**src/rtl/pipe_skid_reg.sv**
```systemverilog
// Pipeline boundary register with a valid/ready handshake, a 2-entry skid buffer and bubble/stall controls.
// Optional stall-cycle counter output perf_stall_cnt when PIPE_SKID_PERF_EN is defined.
module pipe_skid_reg #(
   parameter int               WIDTH   = 128,
   parameter logic [WIDTH-1:0] DEFAULT = {WIDTH{1'b0}}
) (
   input  logic             clk,
   input  logic             rst,
   input  logic             bubble,
   input  logic             stall,
   input  logic             in_valid,
   input  logic [WIDTH-1:0] in_data,
   output logic             in_ready,
   output logic             out_valid,
   output logic [WIDTH-1:0] out_data,
   input  logic             out_ready
`ifdef PIPE_SKID_PERF_EN
   ,
   output logic [31:0]      perf_stall_cnt
`endif
);

   logic             out_valid_q, out_valid_d;
   logic [WIDTH-1:0] out_data_q, out_data_d;
   logic             skid_valid_q, skid_valid_d;
   logic [WIDTH-1:0] skid_data_q, skid_data_d;
   logic             in_ready_q, in_ready_d;
   logic             accept_s;
   logic             drain_s;

   assign accept_s = in_valid & in_ready_q & ~bubble;
   assign drain_s  = out_valid_q & out_ready & ~stall;

   // Next-state of main and skid entries; skid always drains into main before new input.
   always_comb begin
      out_valid_d  = out_valid_q;
      out_data_d   = out_data_q;
      skid_valid_d = skid_valid_q;
      skid_data_d  = skid_data_q;
      if (bubble) begin
         out_valid_d  = 1'b0;
         out_data_d   = DEFAULT;
         skid_valid_d = 1'b0;
         skid_data_d  = DEFAULT;
      end else if (!out_valid_q) begin
         if (accept_s) begin
            out_valid_d = 1'b1;
            out_data_d  = in_data;
         end else begin
            out_valid_d = 1'b0;
            out_data_d  = DEFAULT;
         end
      end else if (drain_s) begin
         if (skid_valid_q) begin
            out_valid_d  = 1'b1;
            out_data_d   = skid_data_q;
            skid_valid_d = 1'b0;
            skid_data_d  = DEFAULT;
         end else if (accept_s) begin
            out_valid_d = 1'b1;
            out_data_d  = in_data;
         end else begin
            out_valid_d = 1'b0;
            out_data_d  = DEFAULT;
         end
      end else begin
         if (accept_s) begin
            skid_valid_d = 1'b1;
            skid_data_d  = in_data;
         end else begin
            skid_valid_d = skid_valid_q;
            skid_data_d  = skid_data_q;
         end
      end
      in_ready_d = ~skid_valid_d;
   end

   // State registers; ready is registered so out_ready/stall never reach in_ready combinationally.
   always_ff @(posedge clk or posedge rst) begin
      if (rst) begin
         out_valid_q  <= 1'b0;
         out_data_q   <= DEFAULT;
         skid_valid_q <= 1'b0;
         skid_data_q  <= DEFAULT;
         in_ready_q   <= 1'b1;
      end else begin
         out_valid_q  <= out_valid_d;
         out_data_q   <= out_data_d;
         skid_valid_q <= skid_valid_d;
         skid_data_q  <= skid_data_d;
         in_ready_q   <= in_ready_d;
      end
   end

   assign in_ready  = in_ready_q;
   assign out_valid = out_valid_q;
   assign out_data  = out_data_q;

`ifdef PIPE_SKID_PERF_EN
   logic [31:0] perf_cnt_q, perf_cnt_d;

   // Saturating count of cycles where held data is not consumed; bubble cycles excluded.
   always_comb begin
      perf_cnt_d = perf_cnt_q;
      if (out_valid_q && (!out_ready || stall) && !bubble && (perf_cnt_q != 32'hFFFF_FFFF)) begin
         perf_cnt_d = perf_cnt_q + 32'd1;
      end else begin
         perf_cnt_d = perf_cnt_q;
      end
   end

   // Counter register; cleared only by reset.
   always_ff @(posedge clk or posedge rst) begin
      if (rst) begin
         perf_cnt_q <= 32'd0;
      end else begin
         perf_cnt_q <= perf_cnt_d;
      end
   end

   assign perf_stall_cnt = perf_cnt_q;
`endif

endmodule

```
**config.mk**
```make
export PLATFORM = sky130hd
export DESIGN_NAME = pipe_skid_reg
export DESIGN_NICKNAME = d
export VERILOG_FILES = /design/src/rtl/pipe_skid_reg.sv
export SDC_FILE = /design/constraint.sdc
export NUM_CORES = 1
export LEC_CHECK = 0
export CAP_MARGIN = 5
export CELL_PAD_IN_SITES_DETAIL_PLACEMENT = 0
export CELL_PAD_IN_SITES_GLOBAL_PLACEMENT = 1
export CORE_UTILIZATION = 46
export DETAILED_ROUTE_END_ITERATION = 10
export GPL_ROUTABILITY_DRIVEN = 0
export PLACE_DENSITY = 0.87
export SLEW_MARGIN = 20
export SYNTH_ARGS = -nofsm -noshare
export SYNTH_HDL_FRONTEND = slang
export SYNTH_SLANG_ARGS = --single-unit
```
**constraint.sdc**
```tcl
create_clock -name clk -period 25.9 [get_ports clk]
set_clock_uncertainty 0.15 [all_clocks]
set_input_delay 3.885 -clock clk [delete_from_list [all_inputs] [get_ports clk]]
set_output_delay 3.885 -clock clk [all_outputs]
set_load 0.05 [all_outputs]
```
==> results by group, run 1 <==
Run status
  – Status: complete, no violations

Timing
  – RSZ-0062 raised after global routing: no
  – Worst-margin pin slew: 1.11 ns
  – Crit path time final: 6.91 ns
  – Final Hold Viols: 0
  – Final setup vio count: 0
  – Pins Over Slew Limit: 0
  – Final TNS setup: 0 ns
  – Final worst path period share: 26.7%
  – Final hold slack: 0.374 ns
  – Rel. slew slack: 26.3%
  – Peak Freq: 145 MHz

Setup path
  – Critical path required time: 26.21 ns
  – Setup crit end kind: register
  – CP startpoint kind: input port
  – Worst Path Max Fanout: 104
  – CP arrival: 7.22 ns
  – CP Class: input port to register

Synthesis
  – Post-synth EDFFs: 0
  – Syn_nets: 1,815
  – Synthesized flop and latch total: 259
  – Cell count after synthesis: 1,681
  – Seq/Total Area, Yosys: 39.5%
  – Yosys warns: 0
  – Distinct cells, synth: 26
  – Synthesized area per cell: 9.76 sq um
  – Mapped cell area: 16,400 sq um
  – Main synth FF type: dfrtp_1
  – FFs w/ async S/R, synth: 100%

Die
  – Core area: 34,800 sq um
  – Rows: 68
  – Die height: 191 um
  – IO Pins: 264
  – Die ar.: 36,400 sq um
  – Starting density of the core: 47.1%
  – Die Wd: 191 um

Clocking
  – CTS Buffer Depth: 3
  – Post-CTS Setup Bufs: 0
  – Clk sink count: 259
  – Resized Gates After CTS: 0
  – Clk Latency, worst-skew pair: 0.56 ns
  – CTS tree: yes
  – Htree depth: 1
  – Root buffer cell: clkbuf_16
  – Cts hold-fix bufs: 0
  – Clock slew at reported path FFs: 0.06 ns
  – Num CTS Buffers: 31

Global routing
  – GRT Resource Usage Total: 27.1%
  – Largest net degree at the start of global routing: 208
  – Global-route wire length before repair: 80,000 um
  – Initial antenna violation count: 6
  – Grt ovf: 0
  – Vias in the first global route: 14,300

Detailed routing
  – DRT Wirelength: 50,600 um
  – Met3 routed WL: 3900 um
  – Met2 Wirelength: 23,400 um
  – Vias/cell: 6.65
  – # DRC: 0
  – DR vias: 14,800
  – TritonRoute pass-1 iters: 6
  – Final ANT Viol Nets: 0
  – Top Layer Used: met5
  – 1st-iter DRT viols: 1,523
  – DR WL/cell: 22.8 um
  – Met1 wire length: 22,200 um

Cells and area
  – Final nets: 1,879
  – Commonest non-fill, non-tap cell in the layout: clkdlybuf4s50_1
  – Area Overhead vs Synth: 19.4%
  – # fillers: 3,059
  – Share of cells above drive strength 1: 11.2%
  – Commonest non-fill, non-tap cells in the layout: clkdlybuf4s50_1 (261), dfrtp_1 (257)

Hold path
  – Worst min path class: register to register

Placement
  – Port Buf Inserts: 263
  – HPWL Detailed: 26,100 um

Power and ir drop
  – Leakage: 0.00802 uW
  – Worst-case vdd ir drop: 0.0571 mV
  – PwrDens: 59.4 nW/um^2
  – Power, Total: 1160 uW

Run
  – Max-cap violation count: 0
[per-layer routing]
metal / vias up / track usage (%)
met5: - / 0
met4: 4 / 8.77
met3: 86 / 4.47
met2: 667 / 41.7
met1: 7333 / 38.5
li1: 6692 / -
[path summary, 6_finish.rpt]
check                      cells past startpoint         endpoint  slack, ns    startpoint
max in group asynchronous                      3  skid_data_q[34]      20.20           rst
min in group asynchronous                      2     out_data[72]       3.75           rst
hold reg to reg                                2     out_data[43]       0.37  out_data[43]
setup / recovery                               6    out_data[105]      18.99      in_valid
setup reg to reg                               4     out_data[34]      22.31     out_valid
hold / removal                                 2     out_data[43]       0.37  out_data[43]
[cell type report]
cell class | instances | area, sq um | area share (%)
timing repair buffer | 286 | 2840 | 14.5
clock inverter | 6 | 83.8 | 0.428
inverter | 130 | 498 | 2.54
clock buffer | 46 | 872 | 4.45
multi-input combinational | 1037 | 8230 | 42.0
sequential | 259 | 6490 | 33.1
tap | 455 | 569 | 2.91
antenna | 3 | 7.51 | 0.0383
[report_power, final]
part / internal (uW) / switching (uW)
clock: 249 / 174
combinational: 97.7 / 181
sequential: 436 / 26.9
total: 783 / 382
[synth_stat cells (106+ instances only)]
cell	count	area share, %
dfrtp_1	258	39
inv_1	130	3.0
nand2_1	130	3.0
a22oi_1	128	5.9
a31oi_1	128	4.9
and4b_1	128	7.8
buf_2	128	3.9
nand3_1	128	3.9
nor3b_1	128	5.9
o2111ai_1	128	6.8
a221oi_2	120	11
clkbuf_1	106	2.4
[registers in the layout, indices dropped and copies added, names as in the netlist]
signal and count:
skid_valid_q 1, skid_data_q 128, in_ready 1, out_valid 1, out_data 128
[stage by stage]
| stage | utilization (%) | instances | setup slack [ns] | instance area [sq um] |
|---|---|---|---|---|
| after floorplan | - | 1681 | 14.74 | 16400 |
| after global placement | 53.5 | 2166 | 18.47 | 18600 |
| after detailed placement | 53.5 | 2167 | 18.42 | 18600 |
| after CTS | 56.3 | 2219 | 19.03 | 19600 |
| after global routing | 56.3 | 2221 | 18.83 | 19600 |
| final | 56.3 | 2222 | 18.99 | 19600 |
[critical path: stages]
cell and delay [ns]:
buf_4 0.26, buf_4 0.86, and2_4 0.87, buf_4 0.79, nand3_1 0.20, a221oi_2 0.27
[logic make-up after synthesis]
kind of cell	synth area share, %
buf+inv	10.5
compound gates	29.2
flops	39.5
simple gates	20.8
No activity file was read; power rests on OpenSTA's default activity.
==> run 2: changes to the inputs <==
--- a/config.mk
+++ b/config.mk
@@ -8,10 +8,10 @@
 export CAP_MARGIN = 5
 export CELL_PAD_IN_SITES_DETAIL_PLACEMENT = 0
 export CELL_PAD_IN_SITES_GLOBAL_PLACEMENT = 1
-export CORE_UTILIZATION = 46
+export CORE_UTILIZATION = 42
 export DETAILED_ROUTE_END_ITERATION = 10
 export GPL_ROUTABILITY_DRIVEN = 0
-export PLACE_DENSITY = 0.87
+export PLACE_DENSITY = 0.8
 export SLEW_MARGIN = 20
 export SYNTH_ARGS = -nofsm -noshare
 export SYNTH_HDL_FRONTEND = slang
==> constraint.sdc (replaced) <==
create_clock -name clk -period 7.2 [get_ports clk]
set_clock_uncertainty 0.15 [all_clocks]
set_input_delay 1.08 -clock clk [delete_from_list [all_inputs] [get_ports clk]]
set_output_delay 1.08 -clock clk [all_outputs]
set_load 0.05 [all_outputs]
==> results by group, run 2 (synthesis results as in run 1) <==
Hold path
  – Worst min path class: register to register

Die
  – Core area: 38,600 sq um (+11%)
  – Die height: 200 um (+4.6%)
  – Starting density of the core: 42.5% (-4.6 points)
  – IO Pins: 264 (unchanged)
  – Die ar.: 39,900 sq um (+9.4%)
  – Die Wd: 200 um (+4.6%)
  – Rows: 72 (+5.9%)

Clocking
  – Clk sink count: 259 (unchanged)
  – Post-CTS Setup Bufs: 0 (unchanged)
  – Htree depth: 1 (unchanged)
  – CTS tree: yes
  – Cts hold-fix bufs: 0 (unchanged)
  – Root buffer cell: clkbuf_16
  – CTS Buffer Depth: 3 (unchanged)
  – Resized Gates After CTS: 0 (unchanged)
  – Num CTS Buffers: 31 (unchanged)
  – Clock slew at reported path FFs: 0.06 ns (about the same)
  – Clk Latency, worst-skew pair: 0.56 ns (about the same)

Run status
  – Status: complete, no violations

Detailed routing
  – DRT Wirelength: 52,500 um (+3.7%)
  – DR vias: 14,800 (-0.18%)
  – # DRC: 0 (unchanged)
  – Final ANT Viol Nets: 0 (unchanged)
  – DR WL/cell: 22.9 um (+0.54%)
  – 1st-iter DRT viols: 1,397 (-8.3%)
  – TritonRoute pass-1 iters: 5 (-1)
  – Vias/cell: 6.44 (-3.2%)

Timing
  – Final TNS setup: 0 ns (unchanged)
  – RSZ-0062 raised after global routing: no
  – Final worst slack: 2.57 ns (-16.42 ns)
  – Final Hold Viols: 0 (unchanged)
  – Rel. slew slack: 25.3% (-0.99 points)
  – Final setup vio count: 0 (unchanged)
  – Crit path time final: 4.63 ns
  – Worst-margin pin slew: 1.12 ns (+0.0148 ns)
  – Peak Freq: 216 MHz
  – Final worst path period share: 64.3%
  – Pins Over Slew Limit: 0 (unchanged)

Cells and area
  – # fillers: 3,544 (+16%)
  – Final nets: 1,883 (+0.21%)
  – Area of the multi-input gates: 8230 sq um (unchanged)
  – Post-route non-filler standard cell count: 2,292 (+3.2%)
  – Final core utilization: 51.3% (-5.0 points)
  – Commonest non-fill, non-tap cell in the layout: clkdlybuf4s50_1
  – Share of cells above drive strength 1: 11.8% (+0.62 points)
  – Area Overhead vs Synth: 20.5%
  – Register area: 6490 sq um (unchanged)
  – Commonest non-fill, non-tap cells in the layout: clkdlybuf4s50_1 (261), dfrtp_1 (257)

Setup path
  – Critical path required time: 5.97 ns (-20.24 ns)
  – Setup crit end kind: output pin
  – CP Class: register to output pin
  – Worst Path Max Fanout: 226 (+120%)
  – CP arrival: 3.40 ns (-3.82 ns)
  – CP startpoint kind: register

Power and ir drop
  – Worst-case vdd ir drop: 0.174 mV (+210%)
  – Leakage: 0.00806 uW (+0.60%)
  – PwrDens: 216 nW/um^2 (+260%)

Global routing
  – Global-route wire length before repair: 82,700 um (+3.4%)
  – Initial antenna violation count: 1 (-5)
  – Largest net degree at the start of global routing: 227 (+9.1%)
  – GRT Resource Usage Total: 25.7% (-1.3 points)
  – Vias in the first global route: 14,400 (+0.18%)
  – Grt ovf: 0 (unchanged)

Placement
  – Placed Cells: 2,234 (+3.1%)
  – HPWL Detailed: 27,300 um (+4.8%)
  – Worst slack at placement: 2.81 ns (-15.61 ns)
  – Port Buf Inserts: 263 (unchanged)

Run
  – Max-cap violation count: 0 (unchanged)
## run 2: cell types whose count changed in the layout (fill, tap and decap cells not counted), moves of 3 or more
cell        change
clkinv_2        +4
buf_4           +3
clkbuf_1        -3
clkinvlp_4      +3
## run 2: path summary, 6_finish.rpt
kind | to | startpoint | depth (start not counted) | slack, ns
max in group asynchronous | out_valid | rst | 3 | 4.70
hold / removal | out_data[41] | out_data[41] | 2 | 0.37
hold reg to reg | out_data[41] | out_data[41] | 2 | 0.37
setup reg to reg | out_data[79] | out_valid | 4 | 3.11
setup / recovery | out_valid | out_valid | 2 | 2.57
min in group asynchronous | out_data[23] | rst | 2 | 0.85
## run 2: worst max-delay path, stage by stage (launching register included)
cell	delay, ns
dfrtp_4	0.98
buf_12	0.56
clkdlybuf4s50_1	0.97
## run 2: final cells by class
class,count,area share [%]
clock buffers,45,4.49
diodes,1,0.0127
multi-input cells,1037,41.6
clock inverters,12,0.709
well taps,518,3.28
flip-flops and latches,259,32.8
repair buffers,290,14.5
inverters,130,2.50
## run 2: metal layers
metal | wire length (um) | vias to the layer above | share of wire (%) | global-route usage [%]
met5 | 0 | - | 0 | 0
met4 | 1190 | 0 | 2.3 | 7.21
met3 | 3310 | 70 | 6.3 | 3.26
met2 | 23500 | 547 | 45 | 38.8
met1 | 24500 | 7420 | 47 | 38.3
li1 | - | 6718 | - | -
## run 2: where the power goes
part	switching (uW)	leakage, uW	internal (uW)	total, uW
logic	657	0.00407	353	1010
registers	99.7	0.00349	1570	1670
clock network	646	0.000505	957	1600
total	1400	0.00806	2880	4280
## run 2: through the flow
stage          total power [uW]  hold WS (ns)  cell area (sq um)
5_1_grt                    4450         0.392              19800
6_report                   4280         0.373              19800
2_1_floorplan              2370         0.364              16400
3_3_place_gp               2680         0.369              18700
3_5_place_dp               2700         0.367              18700
4_1_cts                    4320         0.376              19800
==> run 3: changes to the inputs <==
==> constraint.sdc (replaced) <==
create_clock -name clk -period 4.7 [get_ports clk]
set_clock_uncertainty 0.15 [all_clocks]
set_input_delay 0.705 -clock clk [delete_from_list [all_inputs] [get_ports clk]]
set_output_delay 0.705 -clock clk [all_outputs]
set_load 0.05 [all_outputs]
==> results by group, run 3 (synthesis results as in run 1) <==
Die
  – Die height: 200 um (unchanged)
  – Rows: 72 (unchanged)
  – Core area: 38,600 sq um (unchanged)
  – Die ar.: 39,900 sq um (unchanged)
  – Die Wd: 200 um (unchanged)
  – IO Pins: 264 (unchanged)
  – Starting density of the core: 42.5% (unchanged)

Run status
  – Status: complete, no violations

Setup path
  – Critical R2R Capture: out_data[80]
  – CP arrival: 2.56 ns (-0.84 ns)
  – CP Class: register to output pin
  – Setup crit end kind: output pin
  – Worst Path Buf+Inv: 1 (-1)
  – Critical path required time: 3.85 ns (-2.12 ns)
  – CP top delay family: buffers and inverters
  – WP depth: 1 (-1)
  – R2R Setup Slk: 1.73 ns (-1.38 ns)
  – CP Cell Sequence: clkdlybuf4s50_1
  – R2R Path Start: in_ready
  – Worst Path Max Fanout: 61 (-73%)
  – CP startpoint kind: register
  – Crit path max-delay cell type: clkdlybuf4s50_1
  – Worst R2R Path Depth: 4 (unchanged)
  – Largest stage delay, worst path: 1.01 ns (+0.03 ns)

Timing
  – RSZ-0062 raised after global routing: no
  – Final TNS setup: 0 ns (unchanged)
  – Crit path time final: 3.41 ns
  – Final hold slack: 0.375 ns (+0.00188 ns)
  – Pins Over Slew Limit: 0 (unchanged)
  – Final setup vio count: 0 (unchanged)
  – Final Hold Viols: 0 (unchanged)
  – Peak Freq: 293 MHz
  – Rel. slew slack: 36.1% (+11 points)
  – Final worst path period share: 72.6%
  – Worst-margin pin slew: 0.959 ns (-0.161 ns)

Clocking
  – CTS tree: yes
  – Clock slew at reported path FFs: 0.06 ns (about the same)
  – Htree depth: 1 (unchanged)
  – Clk sink count: 259 (unchanged)
  – Root buffer cell: clkbuf_16
  – CTS Buffer Depth: 3 (unchanged)
  – Cts hold-fix bufs: 0 (unchanged)
  – Resized Gates After CTS: 0 (unchanged)
  – Num CTS Buffers: 31 (unchanged)
  – Clk Latency, worst-skew pair: 0.56 ns (about the same)
  – Post-CTS Setup Bufs: 0 (unchanged)

Hold path
  – Hold_sp: out_data[11]
  – Worst min path class: register to register
  – Hold Path Depth: 2 (unchanged)
  – Worst Hold End: out_data[11]

Detailed routing
  – Vias/cell: 6.40 (-0.61%)
  – DR WL/cell: 22.7 um (-0.97%)
  – Met3 routed WL: 3760 um (+14%)
  – TritonRoute pass-1 iters: 5 (unchanged)
  – Met2 Wirelength: 23,500 um (+0.17%)
  – DRT Wirelength: 52,000 um (-0.80%)
  – Met1 wire length: 23,900 um (-2.4%)
  – DR vias: 14,700 (-0.43%)
  – Final ANT Viol Nets: 0 (unchanged)
  – Top Layer Used: met5
  – # DRC: 0 (unchanged)
  – 1st-iter DRT viols: 1,536 (+9.9%)

Global routing
  – Grt ovf: 0 (unchanged)
  – GRT Resource Usage Total: 25.7% (about the same)
  – Initial antenna violation count: 3 (+2)
  – Largest net degree at the start of global routing: 263 (+16%)
  – Vias in the first global route: 14,300 (-0.22%)
  – Global-route wire length before repair: 82,800 um (+0.13%)

Placement
  – HPWL Detailed: 27,500 um (+0.74%)
  – Placed Cells: 2,238 (+0.18%)
  – Placed cell area: 18,900 sq um (+0.76%)
  – Port Buf Inserts: 263 (unchanged)

Cells and area
  – Design area: 19,900 sq um (+0.69%)
  – Commonest non-fill, non-tap cells in the layout: clkdlybuf4s50_1 (261), dfrtp_1 (257)
  – Post-route non-filler standard cell count: 2,296 (+0.17%)
  – Final nets: 1,888 (+0.27%)
  – # fillers: 3,524 (-0.56%)
  – Register area: 6490 sq um (unchanged)
  – Commonest non-fill, non-tap cell in the layout: clkdlybuf4s50_1
  – Share of cells above drive strength 1: 11.8% (+0.030 points)
  – Area Overhead vs Synth: 21.3%
  – Area of the multi-input gates: 8230 sq um (unchanged)

Run
  – Max-cap violation count: 0 (unchanged)

Power and ir drop
  – Worst-case vdd ir drop: 0.285 mV (+63%)
  – Power, Total: 6500 uW (+52%)
  – Leakage: 0.00812 uW (+0.66%)
  – PwrDens: 326 nW/um^2 (+51%)
## run 3: changes by cell type in the layout (fill, tap and decap cells not counted), sizes merged
cell / before / now
inv: 129 / 130
bufinv: 3 / 1
buf: 29 / 34
clkbuf: 45 / 51
clkinvlp: 3 / 1
clkinv: 7 / 3
## run 3: power by group
part	internal, uW	switching [uW]	leakage, uW	total, uW
clock	1410	979	0.000490	2380
sequential	2400	144	0.00349	2550
combinational	555	1010	0.00414	1570
total	4360	2140	0.00812	6500
## run 3: final cells by class
cell class              count  area share, %
flip-flops and latches    259           32.6
multi-input cells        1037           41.4
inverters                 130           2.48
diodes                      1         0.0126
well taps                 518           3.26
repair buffers            295           15.3
clock buffers              51           4.73
clock inverters             5          0.270
## run 3: worst reg2reg max path: cells and delay by family, from the launching register on
family / cells / cell delay [ns]
compound gates: 1 / 0.24
buf+inv: 1 / 0.44
flops: 1 / 0.99
simple gates: 2 / 1.04
## run 3: routing by layer
metal | vias to the layer above | track usage (%)
met2 | 566 | 39.6
met3 | 58 | 3.83
met1 | 7356 | 38.0
li1 | 6707 | -
met5 | - | 0
met4 | 4 | 5.40
## run 3: how the worst max path moves through the flow
stage	startpoint	slack, ns	end
after floorplan	rst	0.43	out_data[0]
after global placement	stall	1.47	out_data[64]
after detailed placement	stall	1.43	out_data[75]
after CTS	in_ready	1.22	in_ready
after global routing	in_ready	1.15	in_ready
final	in_ready	1.29	in_ready
## run 3: stage by stage
stage	utilization, %	setup WS (ns)
2_1_floorplan	-	0.432
3_3_place_gp	49.0	1.47
3_5_place_dp	49.0	1.43
4_1_cts	51.6	1.22
5_1_grt	51.6	1.15
6_report	51.6	1.29
